`config.mk`:
```
export PLATFORM = sky130hd
export DESIGN_NAME = atm_txn_arbiter
export DESIGN_NICKNAME = d
export VERILOG_FILES = /design/src/rtl/atm_pkg.sv /design/src/rtl/atm_txn_arbiter_rr.sv /design/src/rtl/atm_txn_arbiter.sv
export SDC_FILE = /design/constraint.sdc
export NUM_CORES = 1
export LEC_CHECK = 0
export ABC_CLOCK_PERIOD_IN_PS = 8150
export CAP_MARGIN = 20
export CORE_ASPECT_RATIO = 0.9
export CORE_MARGIN = 3
export CORE_UTILIZATION = 58
export DETAILED_ROUTE_END_ITERATION = 10
export PLACE_DENSITY = 0.81
export SLEW_MARGIN = 20
export SYNTH_ARGS = -nofsm -noshare
export SYNTH_HDL_FRONTEND = slang
export SYNTH_SLANG_ARGS = --single-unit
```
`constraint.sdc`:
```
create_clock -name clk -period 8.15 [get_ports clk]
set_clock_uncertainty 0.2 [all_clocks]
set_input_delay 1.63 -clock clk [delete_from_list [all_inputs] [get_ports clk]]
set_output_delay 1.63 -clock clk [all_outputs]
set_load 0.005 [all_outputs]
```
`src/rtl/atm_pkg.sv`:
```
`default_nettype none
// ============================================================================
// Module      : atm_pkg
// Description : Shared op codes, FSM state encoding and default widths for
//               the ATM transaction arbiter.
// Revision    : 1.0 - initial release
// ============================================================================
package atm_pkg;

    // Transaction op codes carried on req_op
    localparam logic [1:0] OP_BAL = 2'b00;
    localparam logic [1:0] OP_DEP = 2'b01;
    localparam logic [1:0] OP_WDR = 2'b10;
    localparam logic [1:0] OP_RSV = 2'b11;

    // Default datapath widths
    localparam int ATM_BAL_W  = 18;
    localparam int ATM_AMT_W  = 12;
    localparam int ATM_ACCT_W = 3;

    // Transaction sequencer states
    typedef enum logic [2:0] {
        IDLE  = 3'd0,
        GRANT = 3'd1,
        READ  = 3'd2,
        EXEC  = 3'd3,
        RESP  = 3'd4
    } atm_state_t;

endpackage : atm_pkg
`default_nettype wire

```
`src/rtl/atm_txn_arbiter_rr.sv`:
```
`default_nettype none
// ============================================================================
// Module      : atm_rr_arbiter
// Description : Combinational round-robin search. Starting at ptr and
//               wrapping upward, picks the first asserted request and
//               returns it one-hot plus encoded. Pointer lives in the parent.
// Revision    : 1.0 - initial release
// ============================================================================
module atm_rr_arbiter #(
    parameter int N_TERM = 4,
    parameter int PTR_W  = 2
) (
    input  logic [N_TERM-1:0] req,
    input  logic [PTR_W-1:0]  ptr,
    output logic [N_TERM-1:0] grant,
    output logic [2:0]        winner,
    output logic              any
);

    // Rotating priority search; first hit from ptr upward wins
    always_comb begin : p_search
        int idx;
        idx    = 0;
        grant  = '0;
        winner = '0;
        any    = 1'b0;
        for (int i = 0; i < N_TERM; i++) begin
            idx = int'(ptr) + i;
            if (idx >= N_TERM) begin
                idx = idx - N_TERM;
            end
            if (!any && req[idx]) begin
                any        = 1'b1;
                grant[idx] = 1'b1;
                winner     = 3'(idx);
            end
        end
    end

endmodule : atm_rr_arbiter
`default_nettype wire

```
`src/rtl/atm_txn_arbiter.sv`:
```
`default_nettype none
// ============================================================================
// Module      : atm_txn_arbiter
// Description : Round-robin arbiter sharing one account-balance store among
//               N_TERM terminals. Each granted transaction runs as an atomic
//               GRANT/READ/EXEC/RESP read-modify-write; the store write lands
//               on the same edge that ends the response cycle.
//               Optional macro ATM_TXN_LOG_EN adds txn_count / last_term.
// Revision    : 1.0 - initial release
// ============================================================================
module atm_txn_arbiter
    import atm_pkg::*;
#(
    parameter int N_TERM      = 4,
    parameter int N_ACCT      = 8,
    parameter int ACCT_W      = ATM_ACCT_W,
    parameter int BAL_W       = ATM_BAL_W,
    parameter int AMT_W       = ATM_AMT_W,
    parameter int MAX_DEPOSIT = 2000
) (
    input  logic                     clk,
    input  logic                     rst,
    input  logic [N_TERM-1:0]        req_valid,
    output logic [N_TERM-1:0]        req_ready,
    input  logic [2*N_TERM-1:0]      req_op,
    input  logic [ACCT_W*N_TERM-1:0] req_acct,
    input  logic [AMT_W*N_TERM-1:0]  req_amt,
    output logic                     rsp_valid,
    output logic [2:0]               rsp_term,
    output logic                     rsp_ok,
    output logic [BAL_W-1:0]         rsp_balance,
    input  logic                     cfg_we,
    input  logic [ACCT_W-1:0]        cfg_acct,
    input  logic [BAL_W-1:0]         cfg_balance,
    output logic                     busy
`ifdef ATM_TXN_LOG_EN
    ,
    output logic [15:0]              txn_count,
    output logic [2:0]               last_term
`endif
);

    localparam int          PTR_W     = (N_TERM > 1) ? $clog2(N_TERM) : 1;
    localparam logic [31:0] N_ACCT_U  = 32'(N_ACCT);
    localparam logic [31:0] MAX_DEP_U = 32'(MAX_DEPOSIT);

    atm_state_t              state_q, state_d;
    logic [PTR_W-1:0]        ptr_q, ptr_d;
    logic [1:0]              op_q, op_d;
    logic [ACCT_W-1:0]       acct_q, acct_d;
    logic [AMT_W-1:0]        amt_q, amt_d;
    logic [2:0]              term_q, term_d;
    logic [BAL_W-1:0]        rd_bal_q, rd_bal_d;
    logic                    rsp_ok_q, rsp_ok_d;
    logic [BAL_W-1:0]        rsp_bal_q, rsp_bal_d;
    logic [2:0]              rsp_term_q, rsp_term_d;
    logic [BAL_W-1:0]        bal_q [N_ACCT];
    logic [BAL_W-1:0]        bal_d [N_ACCT];

    logic [N_TERM-1:0]       arb_grant;
    logic [2:0]              arb_winner;
    logic                    arb_any;
    logic [PTR_W-1:0]        ptr_next;

    logic                    acct_valid;
    logic                    cfg_valid;
    logic [BAL_W-1:0]        amt_ext;
    logic [BAL_W:0]          dep_sum;
    logic                    amt_le_max;

    atm_rr_arbiter #(
        .N_TERM (N_TERM),
        .PTR_W  (PTR_W)
    ) u_rr (
        .req    (req_valid),
        .ptr    (ptr_q),
        .grant  (arb_grant),
        .winner (arb_winner),
        .any    (arb_any)
    );

    // Pointer advance and arithmetic helpers; deposit sum carries one extra bit
    always_comb begin
        ptr_next   = (int'(arb_winner) == N_TERM - 1) ? '0 : PTR_W'(arb_winner + 3'd1);
        acct_valid = (32'(acct_q) < N_ACCT_U);
        cfg_valid  = (32'(cfg_acct) < N_ACCT_U);
        amt_ext    = BAL_W'(amt_q);
        dep_sum    = {1'b0, rd_bal_q} + (BAL_W+1)'(amt_q);
        amt_le_max = (32'(amt_q) <= MAX_DEP_U);
    end

    // Sequencer next state; RESP chains straight into GRANT when work is
    // pending so grants are 4 cycles apart, unless a cfg load is requested
    always_comb begin
        state_d = state_q;
        case (state_q)
            IDLE:    if (!cfg_we && (|req_valid)) state_d = GRANT;
            GRANT:   state_d = arb_any ? READ : IDLE;
            READ:    state_d = EXEC;
            EXEC:    state_d = RESP;
            RESP:    state_d = (!cfg_we && (|req_valid)) ? GRANT : IDLE;
            default: state_d = IDLE;
        endcase
    end

    // Datapath: latch winner, read balance, evaluate op, commit on RESP
    always_comb begin
        ptr_d      = ptr_q;
        op_d       = op_q;
        acct_d     = acct_q;
        amt_d      = amt_q;
        term_d     = term_q;
        rd_bal_d   = rd_bal_q;
        rsp_ok_d   = rsp_ok_q;
        rsp_bal_d  = rsp_bal_q;
        rsp_term_d = rsp_term_q;
        bal_d      = bal_q;

        case (state_q)
            IDLE: begin
                if (cfg_we && cfg_valid) begin
                    bal_d[cfg_acct] = cfg_balance;
                end
            end
            GRANT: begin
                if (arb_any) begin
                    op_d   = req_op[int'(arb_winner)*2 +: 2];
                    acct_d = req_acct[int'(arb_winner)*ACCT_W +: ACCT_W];
                    amt_d  = req_amt[int'(arb_winner)*AMT_W +: AMT_W];
                    term_d = arb_winner;
                    ptr_d  = ptr_next;
                end
            end
            READ: begin
                rd_bal_d = acct_valid ? bal_q[acct_q] : '0;
            end
            EXEC: begin
                rsp_term_d = term_q;
                rsp_ok_d   = 1'b0;
                rsp_bal_d  = rd_bal_q;
                if (!acct_valid) begin
                    rsp_bal_d = '0;
                end else begin
                    case (op_q)
                        OP_BAL: rsp_ok_d = 1'b1;
                        OP_DEP: begin
                            if (amt_le_max && !dep_sum[BAL_W]) begin
                                rsp_ok_d  = 1'b1;
                                rsp_bal_d = dep_sum[BAL_W-1:0];
                            end
                        end
                        OP_WDR: begin
                            if (amt_ext <= rd_bal_q) begin
                                rsp_ok_d  = 1'b1;
                                rsp_bal_d = rd_bal_q - amt_ext;
                            end
                        end
                        default: rsp_ok_d = 1'b0;
                    endcase
                end
            end
            RESP: begin
                if (rsp_ok_q && (op_q != OP_BAL)) begin
                    bal_d[acct_q] = rsp_bal_q;
                end
            end
            default: ;
        endcase
    end

    // State and datapath registers; reset clears the whole store
    always_ff @(posedge clk or posedge rst) begin
        if (rst) begin
            state_q    <= IDLE;
            ptr_q      <= '0;
            op_q       <= OP_BAL;
            acct_q     <= '0;
            amt_q      <= '0;
            term_q     <= '0;
            rd_bal_q   <= '0;
            rsp_ok_q   <= 1'b0;
            rsp_bal_q  <= '0;
            rsp_term_q <= '0;
            for (int a = 0; a < N_ACCT; a++) begin
                bal_q[a] <= '0;
            end
        end else begin
            state_q    <= state_d;
            ptr_q      <= ptr_d;
            op_q       <= op_d;
            acct_q     <= acct_d;
            amt_q      <= amt_d;
            term_q     <= term_d;
            rd_bal_q   <= rd_bal_d;
            rsp_ok_q   <= rsp_ok_d;
            rsp_bal_q  <= rsp_bal_d;
            rsp_term_q <= rsp_term_d;
            bal_q      <= bal_d;
        end
    end

    assign req_ready   = (state_q == GRANT) ? arb_grant : '0;
    assign rsp_valid   = (state_q == RESP);
    assign rsp_ok      = rsp_ok_q;
    assign rsp_balance = rsp_bal_q;
    assign rsp_term    = rsp_term_q;
    assign busy        = (state_q != IDLE);

`ifdef ATM_TXN_LOG_EN
    logic [15:0] txn_count_q, txn_count_d;
    logic [2:0]  last_term_q, last_term_d;

    // Count accepted deposits/withdrawals as they commit
    always_comb begin
        txn_count_d = txn_count_q;
        last_term_d = last_term_q;
        if ((state_q == RESP) && rsp_ok_q && ((op_q == OP_DEP) || (op_q == OP_WDR))) begin
            txn_count_d = txn_count_q + 16'd1;
            last_term_d = rsp_term_q;
        end
    end

    // Transaction log registers
    always_ff @(posedge clk or posedge rst) begin
        if (rst) begin
            txn_count_q <= '0;
            last_term_q <= '0;
        end else begin
            txn_count_q <= txn_count_d;
            last_term_q <= last_term_d;
        end
    end

    assign txn_count = txn_count_q;
    assign last_term = last_term_q;
`endif

endmodule : atm_txn_arbiter
`default_nettype wire

```
==> impl_metrics.toml, run 1 <==
[status]
status = "completed"

[floorplanning]
start_util = 0.593
core_sq_mm = 0.0217
die-area_sq_mm = 0.0240
num_io_pins = 124
die_height_um = 147
die_w_um = 163
rows = 51

[clock_tree]
clk_pin_slew_ns = 0.06
cts_made_buffers = 23
cts_tree = "built"
htree_levels = 1
clockRootBuffer = "clkbuf_16"
clock_latency_ns = 0.52
cts_sinks = 209
clockBufferDepth = 3
ctsResizeCount = 0
postCtsHoldBufs = 0
post_cts_buffers = 0

[final_layout]
nFillCells = 1713
drive_gt1_frac = 0.0914
final_common_cell = "dfrtp_1"
regArea_sq_mm = 0.00523
n_antenna_cell = 0
mostFrequentLayoutCells = "207 x dfrtp_1, 144 x o221ai_1, 127 x o21a_1, 123 x clkdlybuf4s50_1, 111 x nand2_1"
syn2layout_area_growth_pct = 16.7
multi_input_area_sq_mm = 0.00704
stdcell_count = 1703
fin_nets = 1528

[run]
maxCapViolations = 0

[detailed_routing]
wl_met3_mm = 4.62
dr.pass1.iters = 6
viasPerCell = 7.17
drc = 0
wl_met1_mm = 16.8
antenna_left = 0
highest-signal-layer = "met4"
wire_per_inst_um = 25.3
route.met2.wl_mm = 19.6
via_count = 12200
drt_wl_total_mm = 43.0
drt_iter0_drc = 1657

[worst_hold_path]
min_path_type = "reg2reg"

[power_and_ir_drop]
vdd_drop_max_v = 0.000274
power_density_mw_per_mm2 = 426
p_leak_uw = 0.00600

[setup_path]
critPathKind = "in2out"
required_ns = 6.32
cp-start-kind = "primary input"
worst_setup_path_end_kind = "output pin"
cp_max_fo = 12
arrival_ns = 3.99

[logic_synthesis]
synth_seq_cells = 209
synth_top_area_frac = 0.407
synth_edf_count = 0
yosys.area.top_type = "dfrtp_1"
synth_nets = 1467
yosys-top-cells-area = "dfrtp_1 41%, o221ai_1 9.8%, o21a_1 7.4%"
netlist_area_sq_mm = 0.0129
synthDistinctLibCells = 80
ys_async_sr_fraction = 1.00
synthCells = 1335
postSynthAreaPerCell_sq_um = 9.63
ys_warn_count = 0
ys_seq_area_frac = 0.407
synth_flop_cell = "dfrtp_1"

[timing]
fin_crit_sh = 0.714
maxSlewHeadroom = 0.226
tightest_slew_ns = 1.16
finalHoldViolations = 0
fin_crit_ns = 5.82
final.setup.tns_ns = 0
finalSetupViolations = 0
drv_slew = 0
rsz0062_at_grt = "false"
max_freq_mhz = 172

[placement]
dp_cells = 1662
dp_hpwl_mm = 28.1
gp_congestion = 0.918
io_buffers = 123

[global_route]
grt_max_degree = 151
grt_pass1_vias = 12000
grt_use_total = 0.355
grt_antenna_before_repair = 0
grt_pass1_wl_mm = 67.2
grt_overflow = 0
[worst paths after layout]
path	slack, ns	start	depth (start not counted)	endpoint
max	2.33	req_valid[0]	7	req_ready[2]
min	0.27	rsp_term[2]	2	rsp_term[2]
max reg2reg	3.92	amt_q[0]	9	rsp_balance[7]
min reg2reg	0.27	rsp_term[2]	2	rsp_term[2]
max in group asynchronous	5.04	rst	3	bal_q[118]
min in group asynchronous	1.44	rst	2	bal_q[108]
[worst max-delay path: stages]
cell and delay, ns:
clkdlybuf4s50_1 0.51, mux4_2 0.63, nor2_1 0.15, and3_1 0.32, a221oi_1 0.12, nor2_1 0.11
clkdlybuf4s50_1 0.51
[power by group]
group	internal [uW]	switching [uW]
sequential	1560	498
combinational	1390	1890
clock	632	437
[final cells by class]
| cell class | instances | area share |
|---|---|---|
| tap | 291 | 0.0243 |
| multi-input combinational | 973 | 0.469 |
| clock buffer | 34 | 0.0471 |
| sequential | 209 | 0.349 |
| clock inverter | 7 | 0.00475 |
| inverter | 40 | 0.0108 |
| timing repair buffer | 149 | 0.0951 |
[layer usage]
metal | GRT usage | up-vias
met5 | 0 | -
met4 | 0.151 | 0
met3 | 0.0713 | 155
met2 | 0.551 | 762
met1 | 0.488 | 6036
li1 | - | 5263
[cell usage after synthesis, types with 20 or more instances]
master and number:
inv_1 39, a221oi_1 23, o21ai_0 33, nor2_1 113, nand2_1 111, o21a_1 127
o221ai_1 144, clkbuf_1 80, dfrtp_1 209, mux2i_1 56, ha_1 34, a21oi_1 92
buf_2 20
[cells by family after synthesis]
| logic type | Yosys count | share of synthesized area |
|---|---|---|
| xor+xnor | 5 | 0.00341 |
| fa+ha+maj | 36 | 0.0362 |
| mux | 88 | 0.0839 |
| compound gates | 531 | 0.309 |
| flops | 209 | 0.407 |
| buf+inv | 153 | 0.0487 |
| simple gates | 313 | 0.112 |
[state kept, by name (all words and copies together) (netlist names)]
| register | flops |
|---|---|
| bal_q | 144 |
| rd_bal_q | 18 |
| rsp_balance | 18 |
| amt_q | 12 |
| acct_q | 3 |
| rsp_term | 3 |
| state_q | 3 |
| term_q | 3 |
| op_q | 2 |
| ptr_q | 2 |
| rsp_ok | 1 |
[metrics by stage]
stage                util  area [sq um]  total power (uW)  hold slack (ns)  setup slack (ns)
floorplan               -         12900              4230            0.239             0.611
global placement    0.655         14200              5120            0.256              2.44
detailed placement  0.655         14200              5230            0.262              2.37
CTS                 0.691         15000              6310            0.276              2.36
global route        0.692         15000              6750            0.295              2.17
finish              0.692         15000              6400            0.275              2.33
Note: power is estimated with default switching activity, not from simulation.
==> inputs of run 2 (changes only) <==
Settings changed: ABC_CLOCK_PERIOD_IN_PS 8150 to 5700.
Clock period 8.15 ns to 5.7 ns, I/O delays scaled along.
==> impl_metrics.toml, run 2 (synthesis gave the netlist of run 1 again) <==
[global_route]
grt_overflow = 0
grt_max_degree = 68
grt_antenna_before_repair = 0
grt_use_total = 0.356
grt_pass1_vias = 12000
grt_pass1_wl_mm = 67.8

[detailed_routing]
wl_met3_mm = 4.69
highest-signal-layer = "met4"
dr.pass1.iters = 6
wire_per_inst_um = 25.3
viasPerCell = 7.16
drt_wl_total_mm = 43.2
wl_met1_mm = 17.2
drc = 0
route.met2.wl_mm = 19.2
drt_iter0_drc = 1753
antenna_left = 0
via_count = 12200

[timing]
drv_slew = 0
finalHoldViolations = 0
fin_crit_sh = 0.885
fin_crit_ns = 5.05
rsz0062_at_grt = "false"
max_freq_mhz = 198
maxSlewHeadroom = 0.291
finalSetupViolations = 0
tightest_slew_ns = 1.06
final.setup.tns_ns = 0

[setup_path]
arrival_ns = 3.71
cpPeakStageDelay_ns = 0.72
required_ns = 4.36
reg2reg_to = "rsp_balance[7]"
critical_path.top_delay_family = "flip-flops"
regToRegSetupSlack_ns = 1.64
reg2reg_from = "amt_q[0]"
crit_chain = "inv_1 > ha_1 > mux4_2 > nor2_1 > a22oi_1 > nor2_1 > a221oi_1 > nor2_1 > clkdlybuf4s50_1"
critPathKind = "reg2out"
worst_setup_path_end_kind = "output pin"
cpMostUsedCell = "nor2_1"
cp_max_fo = 14
worst-path-buf-inv = 2
worst_path_max_delay_cell = "dfrtp_1"
cp-start-kind = "flip-flop"
reg2reg_depth = 9

[placement]
dp_hpwl_mm = 28.4
gp_congestion = 0.930
io_buffers = 123

[final_layout]
largest-register = "bal_q"
final_common_cell = "dfrtp_1"
nFillCells = 1645
drive_gt1_frac = 0.0965
syn2layout_area_growth_pct = 17.8
n_antenna_cell = 0
mostFrequentLayoutCells = "207 x dfrtp_1, 144 x o221ai_1, 127 x o21a_1, 123 x clkdlybuf4s50_1, 111 x nand2_1"
largest_reg_flops = 144
fin_nets = 1535

[worst_hold_path]
min_path_cells = 2
worstHoldStart = "term_q[2]"
min_path_type = "reg2reg"
hold_end = "rsp_term[2]"

[clock_tree]
htree_levels = 1
cts_sinks = 209
clock_latency_ns = 0.51
post_cts_buffers = 0
ctsResizeCount = 0
cts_made_buffers = 23
cts_tree = "built"
clk_pin_slew_ns = 0.06
clockBufferDepth = 3
clockRootBuffer = "clkbuf_16"
postCtsHoldBufs = 0

[floorplanning]
rows = 51
die_w_um = 163
core_sq_mm = 0.0217
die_height_um = 147
num_io_pins = 124
die-area_sq_mm = 0.0240
start_util = 0.593

[power_and_ir_drop]
p_leak_uw = 0.00609
vdd_drop_max_v = 0.000373
power_density_mw_per_mm2 = 612
design_power_total_uw = 9270

[run]
maxCapViolations = 0

[status]
status = "completed"
==> run 2: cell types whose count changed in the layout (fill, tap and decap cells not counted) <==
cell        before  now
nor2_4           1    0
buf_4           26   31
nor2_2           8    9
buf_12           0    2
bufinv_16        1    4
clkinv_8         1    0
clkbuf_8         9   10
clkinv_2         2    1
clkinvlp_4       3    2
clkbuf_1         2    1
==> run 2: worst max-delay path by stage <==
stage | start | to | slack [ns] | cells after the start
after floorplan | rst | acct_q[0] | 1.65 | 1
after global placement | req_valid[3] | req_ready[0] | 0.97 | 7
after detailed placement | req_valid[1] | req_ready[1] | 0.87 | 7
after CTS | ptr_q[0] | req_ready[1] | 0.70 | 9
after global routing | ptr_q[0] | req_ready[0] | 0.43 | 9
final | ptr_q[0] | req_ready[1] | 0.65 | 9
==> run 2: area by class of cell <==
type,count,area [sq um],area share
Timing Repair Buffer,156,1500,0.0993
Clock buffer,34,717,0.0473
Clock inverter,7,141,0.00933
Multi-Input combinational cell,973,7030,0.464
Sequential cell,209,5230,0.345
Inverter,40,154,0.0102
Tap cell,291,364,0.0240
==> run 2: through the flow <==
step                hold slack, ns  std cells  worst slack [ns]  utilization  instance area, sq um
floorplan                    0.239       1335              1.65            -                 12900
global placement             0.258       1669             0.973        0.659                 14300
detailed placement           0.260       1669             0.872        0.659                 14300
CTS                          0.271       1710             0.701        0.698                 15100
global route                 0.296       1710             0.429        0.698                 15100
finish                       0.270       1710             0.654        0.698                 15100
==> run 2: power breakdown <==
part / internal, uW / total [uW] / switching, uW
Combinational: 1980 / 4640 / 2660
Sequential: 2220 / 2970 / 745
Clock: 1050 / 1670 / 618
Total: 5250 / 9270 / 4020
==> run 2: worst reg2reg max path: stages (launching register included) <==
cell and delay [ns]:
dfrtp_1 0.46, ha_1 0.27, fa_1 0.45, a21oi_2 0.20, o221ai_2 0.17, a41o_1 0.38
a31o_2 0.39, a21o_1 0.36, a2111oi_0 0.93, nor2_1 0.11
==> run 2: per-layer routing <==
metal  GRT usage  up-vias
met5           0        -
met4       0.142        0
met3      0.0928      172
met2       0.535      799
met1       0.493     5980
li1            -     5292
